===== config.mk =====
export PLATFORM = sky130hd
export DESIGN_NAME = vga_timing_gen
export DESIGN_NICKNAME = d
export VERILOG_FILES = /design/src/rtl/vga_timing_gen.sv
export SDC_FILE = /design/constraint.sdc
export NUM_CORES = 1
export LEC_CHECK = 0
export CORE_UTILIZATION = 54
export DETAILED_ROUTE_END_ITERATION = 7
export PLACE_DENSITY = 0.89
export SYNTH_ARGS = -nofsm -noshare
export SYNTH_HDL_FRONTEND = slang
export SYNTH_SLANG_ARGS = --single-unit

===== constraint.sdc =====
create_clock -name clk -period 4.7 [get_ports clk]
set_input_delay 1.41 -clock clk [delete_from_list [all_inputs] [get_ports clk]]
set_output_delay 1.41 -clock clk [all_outputs]
set_load 0.01 [all_outputs]

===== src/rtl/vga_timing_gen.sv =====
// Raster timing generator: pixel-rate divider, H/V counters, raw sync decode
// and a tick-advanced delay line aligning sync/blank with the drawers' RGB pipe.
module vga_timing_gen #(
  parameter int H_ACTIVE   = 640,
  parameter int H_FP       = 16,
  parameter int H_SYNC     = 96,
  parameter int H_BP       = 48,
  parameter int V_ACTIVE   = 480,
  parameter int V_FP       = 10,
  parameter int V_SYNC     = 2,
  parameter int V_BP       = 33,
  parameter int CLK_DIV    = 2,
  parameter int SYNC_DELAY = 2
) (
  input  logic        clk,
  input  logic        reset,
  input  logic        enable,
  output logic        pixelEn,
  output logic [10:0] pixelX,
  output logic [10:0] pixelY,
  output logic        visible,
  output logic        startOfFrame,
  output logic        hSyncN,
  output logic        vSyncN,
  output logic        blankN
);

  localparam int H_TOTAL = H_ACTIVE + H_FP + H_SYNC + H_BP;
  localparam int V_TOTAL = V_ACTIVE + V_FP + V_SYNC + V_BP;
  localparam int DIV_W   = (CLK_DIV > 1) ? $clog2(CLK_DIV) : 1;
  // SYNC_DELAY=0 still keeps one tick-enabled register on the outputs.
  localparam int STAGES  = (SYNC_DELAY == 0) ? 1 : SYNC_DELAY;

  localparam logic [DIV_W-1:0] DIV_LAST = DIV_W'(CLK_DIV - 1);
  localparam logic [10:0] H_LAST   = 11'(H_TOTAL - 1);
  localparam logic [10:0] V_LAST   = 11'(V_TOTAL - 1);
  localparam logic [10:0] H_VIS    = 11'(H_ACTIVE);
  localparam logic [10:0] V_VIS    = 11'(V_ACTIVE);
  localparam logic [10:0] HS_FIRST = 11'(H_ACTIVE + H_FP);
  localparam logic [10:0] HS_LAST  = 11'(H_ACTIVE + H_FP + H_SYNC - 1);
  localparam logic [10:0] VS_FIRST = 11'(V_ACTIVE + V_FP);
  localparam logic [10:0] VS_LAST  = 11'(V_ACTIVE + V_FP + V_SYNC - 1);

  typedef struct packed {
    logic hs_n;
    logic vs_n;
    logic vis;
  } sync_t;

  localparam sync_t SYNC_IDLE = '{hs_n: 1'b1, vs_n: 1'b1, vis: 1'b0};

  logic [DIV_W-1:0]  div_q, div_d;
  logic [10:0]       h_q, h_d;
  logic [10:0]       v_q, v_d;
  logic              pe_q;
  logic              sof_q;
  sync_t [STAGES-1:0] dly_q;

  logic  tick;
  logic  line_end;
  logic  frame_end;
  sync_t raw;

  // Divider and tick; with CLK_DIV=1 DIV_LAST is 0, so tick follows enable.
  always_comb begin
    tick  = enable && (div_q == DIV_LAST);
    div_d = div_q;
    if (enable) begin
      div_d = tick ? '0 : div_q + DIV_W'(1);
    end
  end

  always_comb begin
    line_end  = (h_q == H_LAST);
    frame_end = line_end && (v_q == V_LAST);
    h_d = h_q;
    v_d = v_q;
    if (tick) begin
      if (line_end) begin
        h_d = '0;
        v_d = (v_q == V_LAST) ? '0 : v_q + 11'd1;
      end else begin
        h_d = h_q + 11'd1;
      end
    end
  end

  always_comb begin
    raw      = SYNC_IDLE;
    raw.hs_n = !((h_q >= HS_FIRST) && (h_q <= HS_LAST));
    raw.vs_n = !((v_q >= VS_FIRST) && (v_q <= VS_LAST));
    raw.vis  = (h_q < H_VIS) && (v_q < V_VIS);
  end

  always_ff @(posedge clk or posedge reset) begin
    if (reset) begin
      div_q <= '0;
      h_q   <= '0;
      v_q   <= '0;
      pe_q  <= 1'b0;
      sof_q <= 1'b0;
    end else begin
      div_q <= div_d;
      h_q   <= h_d;
      v_q   <= v_d;
      pe_q  <= tick;
      sof_q <= tick && frame_end;
    end
  end

  // Delay line only moves on ticks, so its lag is measured in pixels.
  always_ff @(posedge clk or posedge reset) begin
    if (reset) begin
      for (int k = 0; k < STAGES; k++) dly_q[k] <= SYNC_IDLE;
    end else if (tick) begin
      dly_q[0] <= raw;
      for (int k = 1; k < STAGES; k++) dly_q[k] <= dly_q[k-1];
    end
  end

  assign pixelEn      = pe_q;
  assign pixelX       = h_q;
  assign pixelY       = v_q;
  assign visible      = raw.vis;
  assign startOfFrame = sof_q;
  assign hSyncN       = dly_q[STAGES-1].hs_n;
  assign vSyncN       = dly_q[STAGES-1].vs_n;
  assign blankN       = dly_q[STAGES-1].vis;

endmodule


== Word-level counts from Yosys, hierarchy flattened ==
Index checks and enable logic that the tools add are counted.
Word-level totals
  logic and storage cells: 34
  memory bits (read-only): 0
  latch bits: 0
  memory bits (writable): 0
  flip-flop bits (word level): 31
  output and inout bits: 28
  memories kept: 0
  input port bits: 3
Operators by class
  equality and inequality tests: 2
  $mul: 0
  add/sub/neg operators: 3
  bitwise operators: 0
  order comparisons: 6
  divide/modulo/power cells: 0
  shifts and indexed selects: 0
  reductions and logical operators: 9
  mux-type cells: 3
Operators with widths (count)
  11-bit by 1-bit adder with 11-bit output, second input constant: 2
  11-bit by 10-bit equality test with 1-bit output, second input constant: 2
  11-bit two-way mux: 2
  11-bit by 10-bit >= comparator with 1-bit output, second input constant: 1
  11-bit by 9-bit >= comparator with 1-bit output, second input constant: 1
  11-bit by 10-bit <= comparator with 1-bit output, second input constant: 1
  11-bit by 9-bit <= comparator with 1-bit output, second input constant: 1
  11-bit by 10-bit < comparator with 1-bit output, second input constant: 1
  11-bit by 9-bit < comparator with 1-bit output, second input constant: 1
  1-bit logical AND: 6
  1-bit logical NOT: 2
  2-bit AND reduction: 1
  1-bit adder, second input constant: 1
  1-bit two-way mux: 1

== Depth between registers and ports, before layout ==
Gate-level depths: netlist of the first run.
  depth after elaboration: 3
  mapped depth: 6
  depth with buffers taken out: 6

== Worst setup path before layout of the first run ==
OpenSTA, ideal clock, no wires.
  path kind: flip-flop to output port
  start: register h_q[8] (netlist: pixelX[8])
  end: output port visible
  slack: 2.072 ns
  cell stages (with the launch flop): 5
  data arrival time: 1.218 ns
  data required time: 3.290 ns
  path buffers: 1
  cells stage by stage: dfrtp_1 buf_2 o21ai_0 nand2_1 nor4_1
Between the ends
  cells in the longest elaborated chain, start to end: 2
RTL lines
  start, declared: RTL line 53  | logic [10:0] h_q, h_d;
  start signal, assigned: RTL line 98  | h_q <= '0;
  start signal, assigned: RTL line 104  | h_q <= h_d;
  11-bit by 10-bit < comparator with 1-bit output: RTL line 92  | raw.vis = (h_q < H_VIS) && (v_q < V_VIS);
  1-bit logical AND: RTL line 92
  end, declared: RTL line 21  | output logic visible,
No other way between the ends.

== Worst setup path after layout of the first run ==
Same ends and word-level chain as after synthesis.

==> results.ini, run 1 <==
[power]
irDropWorstVdd_uv=383
powerDensity_nw_per_um2=368
power.total_mw=0.723
leakage_nw=0.856

[sta]
report.final.slew_viol_count=0
clock_skew_ps=19.3
tns_ps=0
timing.final.crit_share_pct=75.4
slew_headroom_pct=71.1
max_freq_mhz=282
worst-slew-pin-transition_ps=430
fin_crit_ps=3540
rsz0062_at_grt=no
finalSetupViolations=0
fin_ws_ps=1160
finalHoldViolCount=0

[final_layout]
fin_area_um2=1960
antenna_cells=0
syn2layout_area_growth_pct=25.0
num-fill-cells=199
fin_util_pct=71.2
final_cell_mix=clkdlybuf4s50_1 (30), dfrtp_1 (27), nand2_1 (22)
final_net_count=205
layout_commonest_cell=clkdlybuf4s50_1
drive_gt1_share_pct=9.60

[floorplan]
rows=19
die_area_um2=3130
io_pins=31
fp.coreArea_um2=2760
die_width_um=55.9
die_height_um=55.9
start_util_pct=56.9

[place]
dp_hpwl_um=2420
placed_cell_area_um2=1910
gp_congestion=0.818
pre_cts_ws_ps=1210
port_buffers=30

[route]
drc_errors=0
final_antenna_net_count=0
totalWireLength_um=3390
drt_iter0_drc=55
wl_per_cell_um=14.8
first_pass_iters=4
vias=1294
vias_per_cell=5.65

[logic_synthesis]
netlist_area_um2=1570
synth_top_area_share_pct=43.0
yosysSeqAreaShare_pct=49.7
synth-edff-count=0
synth_area_per_cell_um2=9.75
synth-seq-cells=31
synth_nets=169
synth_top_area_cell=dfrtp_1
async_reset_ff_share_pct=100
synthFlopType=dfrtp_1
synthTopCellsByArea=dfrtp_1 (43%), dfstp_2 (6.7%), nand2_1 (5.3%)
ys_warn_count=0
synth_cell_types=35
synth_cells=161

[worst_setup_path]
worstPathCellList=o21ai_0 > nand2_1 > nor4_1 > clkdlybuf4s50_1
worstSetupEndpoint=visible
timing.rr.start=pixelX[1]$_DFFE_PP0P_
start_kind=flip-flop
critPathCaptureType=primary output
critPathMaxFanout=9
crit_cells=4
crit_family=buffers and inverters
worstPathArrival_ps=2130
rrSetupSlack_ps=2550
required_ps=3290
cp-startpoint=pixelX[8]$_DFFE_PP0P_
critPathMaxStageDelay_ps=610
critical_path.slowest_cell=clkdlybuf4s50_1
critPathKind=flip-flop to primary output
rr_endpoint=pixelY[3]$_DFFE_PP0P_
reg2regPathDepth=5
worst-path-buf-inv=1

[clock_tree]
cts-buffers-inserted=5
cts_root_buffer=clkbuf_4
htreeDepth=2
clockBufferDepth=2
ctsHoldBuffers=0
ctsResizeCount=0
cts_num_sinks=31
cts.clk_slew.worst_paths_ps=100
post-cts-setup-buffer-count=0
clkLatencyLatePin_ps=330
cts_tree=yes

[min_path]
worstHoldPathType=flip-flop to flip-flop

[global_route]
grt_max_degree=32
grt_pass1_wl_um=5600
grtUsageTotal_pct=23.1
antenna_found_initial=0
overflow=0
grt_pass1_vias=1226

[outcome]
status=completed

[job]
drv_cap=0

[power breakdown]
part           total (mW)  internal [mW]  switching (mW)  leakage (nW)
combinational       0.203          0.111          0.0925         0.444
sequential          0.371          0.313          0.0576         0.383
clock               0.148         0.0582          0.0902        0.0293
[synth_stat cells, drive strengths merged (4+ instances only)]
master  number
dfrtp       27
nand2       22
inv         13
nor2        10
xnor2        9
nand3        8
nand4        7
o21ai        7
nor3         6
nor4         6
ha           5
xor2         5
a21oi        4
dfstp        4
[through the flow]
step	instances	hold WS (ps)
2_1_floorplan	161	435
3_3_place_gp	221	441
3_5_place_dp	221	446
4_1_cts	229	462
5_1_grt	229	491
6_report	229	460
[layout make-up]
type                    instances  area [um^2]  area share [%]
inverters                      13         48.8            2.49
well taps                      31         38.8            1.98
clock inverters                 1         5.00           0.255
clock buffers                   7         45.0            2.29
repair buffers                 33          323            16.4
multi-input cells             113          722            36.8
flip-flops and latches         31          781            39.8
[sequential cells by signal, summed over array words and instances, names as in the netlist]
signal / count
vSyncN: 1
startOfFrame: 1
div_q: 1
pixelX: 11
blankN: 1
hSyncN: 1
dly_q: 3
pixelEn: 1
pixelY: 11
[tightest hold or removal path: cells and delay by family, from the launching register on]
kind,cells,cell delay (ps)
flops,1,350
simple gates,2,100
[routing by layer]
layer / vias to the layer above / global-route usage [%] / routed length, um
met1: 620 / 33.4 / 1580
met3: 3 / 5.58 / 171
met4: 0 / 5.57 / 13
met2: 38 / 35.5 / 1620
li1: 633 / - / -
met5: - / 0 / 0
[cell families (layout without fill, tap and decap cells)]
| logic type | count (synthesis) | in the layout | synth area share (%) |
|---|---|---|---|
| fa+ha+maj | 5 | 5 | 3.98 |
| mux | 4 | 4 | 2.71 |
| flops | 31 | 31 | 49.7 |
| buf+inv | 17 | 54 | 4.30 |
| compound gates | 18 | 18 | 7.33 |
| simple gates | 72 | 72 | 24.1 |
| xor+xnor | 14 | 14 | 7.81 |
[worst min path at each step]
stage	startpoint	endpoint	slack (ps)	cells past startpoint
floorplan	dly_q[2]$_DFFE_PP1P_	hSyncN$_DFFE_PP1P_	430	2
global route	dly_q[2]$_DFFE_PP1P_	hSyncN$_DFFE_PP1P_	490	2
global placement	dly_q[1]$_DFFE_PP1P_	vSyncN$_DFFE_PP1P_	440	2
finish	dly_q[0]$_DFFE_PP0P_	blankN$_DFFE_PP0P_	460	2
CTS	dly_q[2]$_DFFE_PP1P_	hSyncN$_DFFE_PP1P_	460	2
detailed placement	dly_q[2]$_DFFE_PP1P_	hSyncN$_DFFE_PP1P_	450	2
Power figures use the tool's default switching activity.
==> run 2: changes to the inputs <==
- CORE_UTILIZATION: 54 -> 46
- PLACE_DENSITY: 0.89 -> 0.81
- clock period: 4.7 -> 3.2 ns (I/O delays scaled with it)
==> results.ini, run 2 (same netlist as run 1, synthesis figures left out) <==
[worst_setup_path]
required_ps=2240  ; was 3290 ps
start_kind=flip-flop  ; unchanged
worstPathArrival_ps=2020  ; was 2130 ps
critPathCaptureType=primary output  ; unchanged
critPathKind=flip-flop to primary output  ; unchanged
worstPathCellList=o21ai_0 > nand2_1 > nor4_2 > clkdlybuf4s50_1  ; was o21ai_0 > nand2_1 > nor4_1 > clkdlybuf4s50_1
critPathMaxStageDelay_ps=600  ; was 610 ps
critPathMaxFanout=9  ; unchanged
critical_path.slowest_cell=clkdlybuf4s50_1  ; unchanged

[sta]
rsz0062_at_grt=no  ; unchanged
hold_ws_ps=457  ; was 460 ps
report.final.slew_viol_count=0  ; unchanged
slew_headroom_pct=48.9  ; was 71.1%
worst-slew-pin-transition_ps=766  ; was 430 ps
timing.final.crit_share_pct=93.1
finalSetupViolations=0  ; unchanged
finalHoldViolCount=0  ; unchanged
tns_ps=0  ; unchanged
clock_skew_ps=16.3  ; was 19.3 ps
fin_crit_ps=2980
max_freq_mhz=336

[floorplan]
fp.coreArea_um2=3150  ; was 2760 um^2
die_area_um2=3650  ; was 3130 um^2
io_pins=31  ; unchanged
start_util_pct=49.8  ; was 56.9%
die_height_um=60.4  ; was 55.9 um
die_width_um=60.4  ; was 55.9 um
rows=20  ; was 19

[final_layout]
layout_commonest_cell=clkdlybuf4s50_1  ; unchanged
antenna_cells=0  ; unchanged
fin_util_pct=64.0  ; was 71.2%
drive_gt1_share_pct=11.5  ; was 9.60%
final_net_count=207  ; was 205
syn2layout_area_growth_pct=28.6  ; was 25.0%
num-fill-cells=265  ; was 199
final_cell_mix=clkdlybuf4s50_1 (30), dfrtp_1 (27), nand2_1 (22)  ; unchanged

[global_route]
grt_max_degree=22  ; was 32
overflow=0  ; unchanged
grt_pass1_wl_um=5980  ; was 5600 um
grtUsageTotal_pct=22.7  ; was 23.1%
grt_pass1_vias=1239  ; was 1226
antenna_found_initial=0  ; unchanged

[outcome]
status=completed  ; unchanged

[route]
vias_per_cell=5.33  ; was 5.65
vias=1301  ; was 1294
totalWireLength_um=3430  ; was 3390 um
final_antenna_net_count=0  ; unchanged
first_pass_iters=4  ; unchanged
drc_errors=0  ; unchanged
wl_per_cell_um=14.1  ; was 14.8 um
drt_iter0_drc=39  ; was 55

[power]
irDropWorstVdd_uv=346  ; was 383 uV
leakage_nw=0.874  ; was 0.856 nW
powerDensity_nw_per_um2=551  ; was 368 nW/um^2

[clock_tree]
cts_tree=yes  ; unchanged
clockBufferDepth=2  ; unchanged
htreeDepth=2  ; unchanged
clkLatencyLatePin_ps=340  ; was 330 ps
cts.clk_slew.worst_paths_ps=90  ; was 100 ps
cts-buffers-inserted=5  ; unchanged
cts_root_buffer=clkbuf_4  ; unchanged
cts_num_sinks=31  ; unchanged

[place]
gp_congestion=0.805  ; was 0.818
dp_hpwl_um=2530  ; was 2420 um
port_buffers=30  ; unchanged

[job]
drv_cap=0  ; unchanged

[min_path]
worstHoldPathType=flip-flop to flip-flop  ; unchanged

==> run 2: metal layers <==
layer | GRT usage (%) | vias up | wire length, um
li1 | - | 643 | -
met1 | 30.7 | 623 | 1600
met2 | 34.7 | 29 | 1680
met3 | 5.12 | 6 | 86
met4 | 10.7 | 0 | 65
met5 | 0 | - | 0
==> run 2: final timing paths <==
| check | slack (ps) | end | start | cells after the start |
|---|---|---|---|---|
| max in group asynchronous | 1550 | pixelX[4]$_DFFE_PP0P_ | reset | 3 |
| setup reg to reg | 1030 | pixelY[3]$_DFFE_PP0P_ | pixelX[1]$_DFFE_PP0P_ | 5 |
| setup / recovery | 220 | visible | pixelX[8]$_DFFE_PP0P_ | 4 |
| hold / removal | 460 | hSyncN$_DFFE_PP1P_ | dly_q[2]$_DFFE_PP1P_ | 2 |
| hold reg to reg | 460 | hSyncN$_DFFE_PP1P_ | dly_q[2]$_DFFE_PP1P_ | 2 |
| min in group asynchronous | 1050 | pixelY[6]$_DFFE_PP0P_ | reset | 2 |
==> run 2: stage by stage <==
| step | setup slack (ps) | area [um^2] | power, mW | std cells |
|---|---|---|---|---|
| CTS | 95.4 | 2010 | 1.13 | 244 |
| detailed placement | 376 | 1940 | 0.862 | 236 |
| finish | 220 | 2020 | 1.11 | 244 |
| global placement | 451 | 1940 | 0.845 | 236 |
| global route | 60.9 | 2020 | 1.18 | 244 |
| floorplan | 1020 | 1570 | 0.699 | 161 |
==> run 2: worst max-delay path: cells and delay by family, from the launching register on <==
family                 cells  cell delay, ps
buffers and inverters      1             600
AND/OR/NAND/NOR            2             330
AO/OA/AOI/OAI              1             280
flip-flops                 1             480
==> run 2: area by class of cell <==
cell class | instances | area, um^2 | share of cell area, %
sequential | 31 | 781 | 38.7
multi-input combinational | 113 | 728 | 36.1
timing repair buffer | 35 | 338 | 16.7
clock buffer | 8 | 68.8 | 3.41
tap | 44 | 55.1 | 2.73
inverter | 13 | 48.8 | 2.42
==> run 2: report_power, final <==
part	total [mW]	leakage, nW	switching (mW)	internal [mW]
Sequential	0.543	0.383	0.0821	0.460
Combinational	0.308	0.453	0.139	0.169
Clock	0.263	0.0386	0.134	0.129
Total	1.11	0.874	0.355	0.758
==> run 2: what timing repair did <==
action                                  CTS  global route
setup buffers                             0             0
endpoints found under the setup margin    0             1
hold buffers                              0             0
resized for setup                         0             1
==> run 3: changes to the inputs <==
- RECOVER_POWER: not set -> 25
- TNS_END_PERCENT: not set -> 20
==> results.ini, run 3 (same netlist as run 1, synthesis figures left out) <==
[job]
drv_cap=0  ; unchanged

[sta]
fin_crit_ps=2980  ; about the same
fin_ws_ps=220  ; about the same
slew_headroom_pct=49.0  ; was 48.9%
worst-slew-pin-transition_ps=764  ; was 766 ps
report.final.slew_viol_count=0  ; unchanged
rsz0062_at_grt=no  ; unchanged
clock_skew_ps=16.3  ; about the same
timing.final.crit_share_pct=93.1  ; about the same
finalSetupViolations=0  ; unchanged
finalHoldViolCount=0  ; unchanged
tns_ps=0  ; unchanged
max_freq_mhz=336  ; about the same
hold_ws_ps=458  ; was 457 ps

[floorplan]
die_width_um=60.4  ; unchanged
die_height_um=60.4  ; unchanged
io_pins=31  ; unchanged
fp.coreArea_um2=3150  ; unchanged
start_util_pct=49.8  ; unchanged
die_area_um2=3650  ; unchanged
rows=20  ; unchanged

[global_route]
overflow=0  ; unchanged
grt_max_degree=22  ; unchanged
antenna_found_initial=0  ; unchanged
grt_pass1_vias=1239  ; unchanged
grt_pass1_wl_um=5980  ; unchanged
grtUsageTotal_pct=22.7  ; unchanged

[clock_tree]
cts_num_sinks=31  ; unchanged
cts_root_buffer=clkbuf_4  ; unchanged
cts.clk_slew.worst_paths_ps=90  ; about the same
post-cts-setup-buffer-count=0  ; unchanged
clockBufferDepth=2  ; unchanged
ctsHoldBuffers=0  ; unchanged
cts_tree=yes  ; unchanged
htreeDepth=2  ; unchanged
clkLatencyLatePin_ps=340  ; about the same
cts-buffers-inserted=5  ; unchanged

[power]
leakage_nw=0.873  ; was 0.874 nW
irDropWorstVdd_uv=346  ; about the same
powerDensity_nw_per_um2=552  ; was 551 nW/um^2

[place]
dp_hpwl_um=2530  ; unchanged
pre_cts_ws_ps=376  ; unchanged
gp_congestion=0.805  ; unchanged
port_buffers=30  ; unchanged

[worst_setup_path]
critPathCaptureType=primary output  ; unchanged
start_kind=flip-flop  ; unchanged
critPathMaxStageDelay_ps=600  ; about the same
required_ps=2240  ; about the same
worst-path-buf-inv=1  ; unchanged
critPathKind=flip-flop to primary output  ; unchanged
worstPathArrival_ps=2020  ; about the same
critPathMaxFanout=9  ; unchanged
worstPathCellList=o21ai_0 > nand2_1 > nor4_2 > clkdlybuf4s50_1  ; unchanged
crit_family=buffers and inverters  ; unchanged
critical_path.slowest_cell=clkdlybuf4s50_1  ; unchanged

[route]
vias_per_cell=5.31  ; was 5.33
first_pass_iters=4  ; unchanged
drc_errors=0  ; unchanged
drt_iter0_drc=32  ; was 39
final_antenna_net_count=0  ; unchanged
totalWireLength_um=3440  ; was 3430 um
vias=1296  ; was 1301
wl_per_cell_um=14.1  ; about the same

[final_layout]
layout_commonest_cell=clkdlybuf4s50_1  ; unchanged
syn2layout_area_growth_pct=28.4  ; was 28.6%
final_net_count=207  ; unchanged
antenna_cells=0  ; unchanged
final_cell_mix=clkdlybuf4s50_1 (28), dfrtp_1 (27), nand2_1 (22)  ; was clkdlybuf4s50_1 (30), dfrtp_1 (27), nand2_1 (22)
drive_gt1_share_pct=10.5  ; was 11.5%

[min_path]
worstHoldPathType=flip-flop to flip-flop  ; unchanged

[outcome]
status=completed  ; unchanged

-- run 3: changes by cell type in the layout (fill, tap and decap cells not counted) --
cell,delta
clkbuf_1,+1
clkdlybuf4s50_1,-2
inv_2,-1
inv_1,+1
buf_4,-1
dlygate4sd3_1,+2
-- run 3: area by class of cell --
class	count	area [um^2]
clock buffer	8	68.8
multi-input combinational	113	728
fill	265	1140
sequential	31	781
tap	44	55.1
timing repair buffer	35	334
inverter	13	48.8
-- run 3: final timing paths --
path	from	endpoint	slack [ps]	cells past startpoint
max	pixelX[8]$_DFFE_PP0P_	visible	220	4
min	dly_q[2]$_DFFE_PP1P_	hSyncN$_DFFE_PP1P_	460	2
max reg2reg	pixelX[1]$_DFFE_PP0P_	pixelY[3]$_DFFE_PP0P_	1030	5
min reg2reg	dly_q[2]$_DFFE_PP1P_	hSyncN$_DFFE_PP1P_	460	2
max in group asynchronous	reset	pixelX[3]$_DFFE_PP0P_	1290	3
min in group asynchronous	reset	pixelY[6]$_DFFE_PP0P_	1180	2
-- run 3: report_power, final --
| part | internal [mW] | leakage, nW | total [mW] | switching (mW) |
|---|---|---|---|---|
| combinational | 0.167 | 0.452 | 0.306 | 0.138 |
| sequential | 0.460 | 0.383 | 0.542 | 0.0820 |
| clock | 0.129 | 0.0386 | 0.264 | 0.135 |
| total | 0.757 | 0.873 | 1.11 | 0.355 |
-- run 3: worst min-delay path, cell delays in order, from the launching register on --
cell,delay (ps)
dfstp_2,380
nand2_1,50
nand2_1,40
-- run 3: metal layers --
metal	wire length, um	vias to the layer above	track usage [%]
met3	109	5	5.12
met5	0	-	0
met1	1590	621	30.7
li1	-	641	-
met4	48	0	10.7
met2	1690	29	34.7
-- run 3: per-stage QoR --
stage	instances	cell area (um^2)	utilization, %	power, mW
3_5_place_dp	236	1940	61.7	0.862
5_1_grt	244	2020	63.9	1.18
4_1_cts	244	2010	63.8	1.13
2_1_floorplan	161	1570	-	0.699
6_report	244	2020	63.9	1.11
3_3_place_gp	236	1940	61.7	0.845
-- run 3: repair_timing --
action	4_1_cts	5_1_grt
endpoints found under the setup margin	0	1
endpoints found under the hold margin	0	0
resized for setup	0	1
